$ cat src/rtl/mealy_1011_detector_pkg.sv
// Shared definitions for the 1011 Mealy sequence detector: state encodings,
// widths, the reference pattern and the transition/match helpers.
package mealy_1011_detector_pkg;

    localparam int unsigned STATE_W = 2;
    localparam int unsigned PAT_W   = 4;

    // Pattern being detected, kept here so reference models share one copy.
    localparam logic [PAT_W-1:0] PATTERN = 4'b1011;

    // Each state names the longest prefix of PATTERN seen so far.
    typedef enum logic [STATE_W-1:0] {
        S0 = 2'b00,  // no prefix
        S1 = 2'b01,  // "1"
        S2 = 2'b10,  // "10"
        S3 = 2'b11   // "101"
    } state_t;

    // Next state after consuming one qualified bit (overlap-preserving).
    function automatic state_t next_state(input state_t cur, input logic bit_in);
        state_t nxt;
        nxt = S0;
        unique case (cur)
            S0: nxt = bit_in ? S1 : S0;
            S1: nxt = bit_in ? S1 : S2;
            S2: nxt = bit_in ? S3 : S0;
            S3: nxt = bit_in ? S1 : S2;
        endcase
        return nxt;
    endfunction

    // A full match completes when "101" is followed by a 1.
    function automatic logic is_match(input state_t cur, input logic bit_in);
        return (cur == S3) && bit_in;
    endfunction

endpackage : mealy_1011_detector_pkg

$ cat src/rtl/mealy_1011_detector_state_reg.sv
// 2-bit FSM state register: asynchronous active-high reset to S0,
// synchronous load of the next state when load is high.
module mealy_1011_detector_state_reg
    import mealy_1011_detector_pkg::*;
(
    input  logic   clk,
    input  logic   reset,
    input  logic   load,
    input  state_t d,
    output state_t q
);

    // Hold the current state unless a new one is loaded.
    always_ff @(posedge clk or posedge reset) begin
        if (reset) begin
            q <= S0;
        end else if (load) begin
            q <= d;
        end
    end

endmodule : mealy_1011_detector_state_reg

$ cat src/rtl/mealy_1011_detector.sv
// Serial Mealy detector for the pattern 1011 with overlap.
// detect is combinational in the cycle of the completing bit; detect_q is its
// registered copy. Optional saturating detection counter with sticky overflow
// is built when the macro DETECT_COUNTER_EN is defined.
module mealy_1011_detector
    import mealy_1011_detector_pkg::*;
#(
    parameter int unsigned CNT_W = 8
) (
    input  logic               clk,
    input  logic               reset,
    input  logic               din,
    input  logic               din_valid,
    input  logic               clear,
    output logic               detect,
    output logic               detect_q,
    output logic [STATE_W-1:0] state_o
`ifdef DETECT_COUNTER_EN
    ,
    output logic [CNT_W-1:0]   det_count,
    output logic               overflow
`endif
);

    state_t state;
    state_t state_nxt;
    logic   state_load;

    // Next-state and Mealy output; clear takes priority over a valid bit.
    always_comb begin
        state_nxt  = state;
        state_load = 1'b0;
        detect     = 1'b0;
        if (clear) begin
            state_nxt  = S0;
            state_load = 1'b1;
        end else if (din_valid) begin
            state_nxt  = next_state(state, din);
            state_load = 1'b1;
            detect     = is_match(state, din);
        end
    end

    mealy_1011_detector_state_reg u_state_reg (
        .clk   (clk),
        .reset (reset),
        .load  (state_load),
        .d     (state_nxt),
        .q     (state)
    );

    assign state_o = state;

    // One-cycle delayed copy of detect.
    always_ff @(posedge clk or posedge reset) begin
        if (reset) begin
            detect_q <= 1'b0;
        end else begin
            detect_q <= detect;
        end
    end

`ifdef DETECT_COUNTER_EN
    localparam logic [CNT_W-1:0] CNT_MAX = {CNT_W{1'b1}};

    // Saturating detection count; the would-be wrapping edge sets overflow.
    always_ff @(posedge clk or posedge reset) begin
        if (reset) begin
            det_count <= '0;
            overflow  <= 1'b0;
        end else if (clear) begin
            det_count <= '0;
            overflow  <= 1'b0;
        end else if (detect) begin
            if (det_count == CNT_MAX) begin
                overflow <= 1'b1;
            end else begin
                det_count <= det_count + CNT_W'(1);
            end
        end
    end
`else
    // CNT_W only sizes the counter; without it the parameter has no role.
    logic unused_cnt_w;
    assign unused_cnt_w = (CNT_W > 1);
`endif

endmodule : mealy_1011_detector

$ cat config.mk
export PLATFORM = sky130hd
export DESIGN_NAME = mealy_1011_detector
export DESIGN_NICKNAME = d
export VERILOG_FILES = /design/src/rtl/mealy_1011_detector_pkg.sv /design/src/rtl/mealy_1011_detector_state_reg.sv /design/src/rtl/mealy_1011_detector.sv
export SDC_FILE = /design/constraint.sdc
export NUM_CORES = 1
export LEC_CHECK = 0
export CORE_AREA = 2 2 39 41
export CTS_CLUSTER_DIAMETER = 80
export DETAILED_ROUTE_END_ITERATION = 6
export DIE_AREA = 0 0 41 43
export PLACE_DENSITY = 0.3
export RECOVER_POWER = 100
export SLEW_MARGIN = 40
export SYNTH_ARGS = -nofsm -noshare
export SYNTH_HDL_FRONTEND = slang
export SYNTH_SLANG_ARGS = --single-unit
export TNS_END_PERCENT = 30
$ cat constraint.sdc
create_clock -name clk -period 1.4 [get_ports clk]
set_input_delay 0.35 -clock clk [delete_from_list [all_inputs] [get_ports clk]]
set_output_delay 0.35 -clock clk [all_outputs]
set_load 0.005 [all_outputs]
==> run metrics <==
measured slew at the worst slew-check pin 0.150 ns; Cell Area, Synth 130 sq um; core box area 1380 sq um; Int Pwr 0.219 mW; final count of pins violating max slew 0; Top Layer Used met4; RSZ-0062 raised after global routing true; overall power 0.274 mW; worst-skew pair later-pin latency 0.23 ns; share of layout cells above drive strength 1 0.429; commonest non-fill, non-tap cells in the layout buf_4, dlygate4sd2_1, clkbuf_4, dfrtp_1, inv_1; CTS root buffer clkbuf_4; cts-stage hold buffer count 0; fin crit share 0.986; met2 wire length 173 um; multiplexer share of the synthesized area 0.0769; final cell count without fillers 51; clock slew at reported path FFs 0.04 ns; status finished, final reports clean; Critical Setup Path Class input pin to output port; Die Width 41 um; Comb pwr share 0.129; crit path launch type input pin; Max-Slew Margin vs Limit 0.899; first-iteration detailed-routing DRC count 0; grt total ovfl 0; most common cell after layout, fill and taps aside buf_4; I/O Buffers 8; Sink Count 3; max incr delay on CP 0.43 ns; Cell Chain, Critical Path clkdlybuf4s50_1 > nor2_2 > buf_2; GP Congestion 0.584; XOR/XNOR Fraction of Synth Area 0; Hold Crit Class input pin to asynchronous set/reset pin; # rows 14; routed wire length 407 um; Vias 173; average size of a mapped cell 10.0 sq um; Syn-to-layout area delta 148%; Worst Setup End Kind output port; main combinational cell family by area after synthesis simple AND/OR/NAND/NOR gates; drc violations 0; post-DR vias/cell 3.39; nets@finish 41; max_cap viols 0; Clock power frac 0.539; slowest stage cell, crit path clkdlybuf4s50_1; compound-cell area share of the yosys netlist 0.0769; Leak 0.182 nW; Total GRT Usage 0.0734; WL met3 70 um; die height 43 um; Pre-antenna DRT Iters 1; sequential group share of total power 0.332; Final Skew 0.000658 ns; number of diodes 0; cells after synthesis 13; P per Cell Area 849 nW/um^2; H-tree depth 1; Final Hold Viols 0; worst path arrival time 1.03 ns; Worst VDD drop 0.239 mV; placed cells 42; CP Data Required Time 1.05 ns; simple-gate share of the synthesized area 0.212; initial core utilization 0.0940; fin crit period 1.38 ns; first-pass GRT wire length 724 um; synthesis-stage register bit count 3; yosys warns 0; ANT nets after route 0; adder-cell share of the synthesized area 0; IO Count 9; initial antenna violation count 0; worst-path maximum fanout 2; clock tree buffer depth 2; final setup fails 0; TritonCTS clock tree done; Post-DP HPWL 329 um; Yosys cell types 9; switching pwr 0.0549 mW; WL/cell 7.98 um; FMAX 725 MHz; vias in the first global route 190; Mapped Nets 18; total CTS buffers 3; sw frac 0.200; die area 1760 sq um; largest net degree at the start of global routing 5; post-synthesis sequential area ratio 0.577; met1 WL 153 um
## timing repair
item,in CTS,in global routing
endpoints found under the hold margin,0,0
buffers inserted,5,0
setup endpoints to repair,4,1
pin swaps,2,1
cloned,0,0
resized for setup,10,0
## registers in the layout, summed over array words and instances (netlist names)
name / flops
u_state_reg.q: 2
detect_q: 1
## metal layers
metal,track usage,up-vias
met1,0.0680,74
met4,0.0800,0
met3,0.0733,2
met5,0,-
li1,-,88
met2,0.0813,9
## layout make-up
class / count / area, sq um
well taps: 16 / 20.0
clock buffers: 4 / 26.3
inverters: 2 / 7.51
multi-input cells: 8 / 50.0
flip-flops and latches: 3 / 75.1
fillers: 159 / 1060
repair buffers: 18 / 144
## power by group through the flow
| stage | clock (mW) | sequential (mW) | combinational (mW) |
|---|---|---|---|
| after floorplan | 0 | 0.0930 | 0.00717 |
| after global placement | 0 | 0.0922 | 0.0380 |
| after detailed placement | 0 | 0.0922 | 0.0380 |
| after CTS | 0.157 | 0.0910 | 0.0371 |
| after global routing | 0.167 | 0.0910 | 0.0402 |
| final | 0.148 | 0.0909 | 0.0355 |
## worst max-delay path: cells and delay by family
family        cells  cell delay (ns)
buf+inv           2             0.55
simple gates      1             0.13
## logic make-up (layout without fill, tap and decap cells)
| family | after synthesis | in the layout |
|---|---|---|
| buffers and inverters | 2 | 24 |
| AO/OA/AOI/OAI | 2 | 2 |
| multiplexers | 1 | 1 |
| flip-flops | 3 | 3 |
| AND/OR/NAND/NOR | 5 | 5 |
## through the flow
stage / hold WS (ns) / setup slack [ns] / util / TNS (ns) / area (sq um)
6_report: 0.425 / 0.0198 / 0.233 / 0 / 323
5_1_grt: 0.440 / -0.0317 / 0.233 / -0.0317 / 323
3_3_place_gp: 0.534 / -0.558 / 0.193 / -0.558 / 268
2_1_floorplan: 0.104 / 0.436 / - / 0 / 130
4_1_cts: 0.281 / -0.00190 / 0.233 / -0.00190 / 323
3_5_place_dp: 0.533 / -0.563 / 0.193 / -0.563 / 268
## cell usage after synthesis
library cell	instances	share of area
dfrtp_1	3	0.58
inv_1	2	0.058
nor2_1	2	0.058
a21oi_1	1	0.038
mux2i_1	1	0.077
nand3b_1	1	0.058
nand4_1	1	0.048
nor2b_1	1	0.048
o21ai_1	1	0.038
## path summary, 6_finish.rpt
path	start	end	slack [ns]	cells after the start
worst max-delay path	clear	detect	0.02	3
worst min-delay path	reset	detect_q	0.43	2
worst max register to register	u_state_reg.q[0]	detect_q	0.18	7
worst min register to register	u_state_reg.q[0]	u_state_reg.q[0]	0.66	3
max in group asynchronous	reset	u_state_reg.q[0]	0.85	2
min in group clk	din	u_state_reg.q[0]	0.64	4
Power figures use the tool's default switching activity.
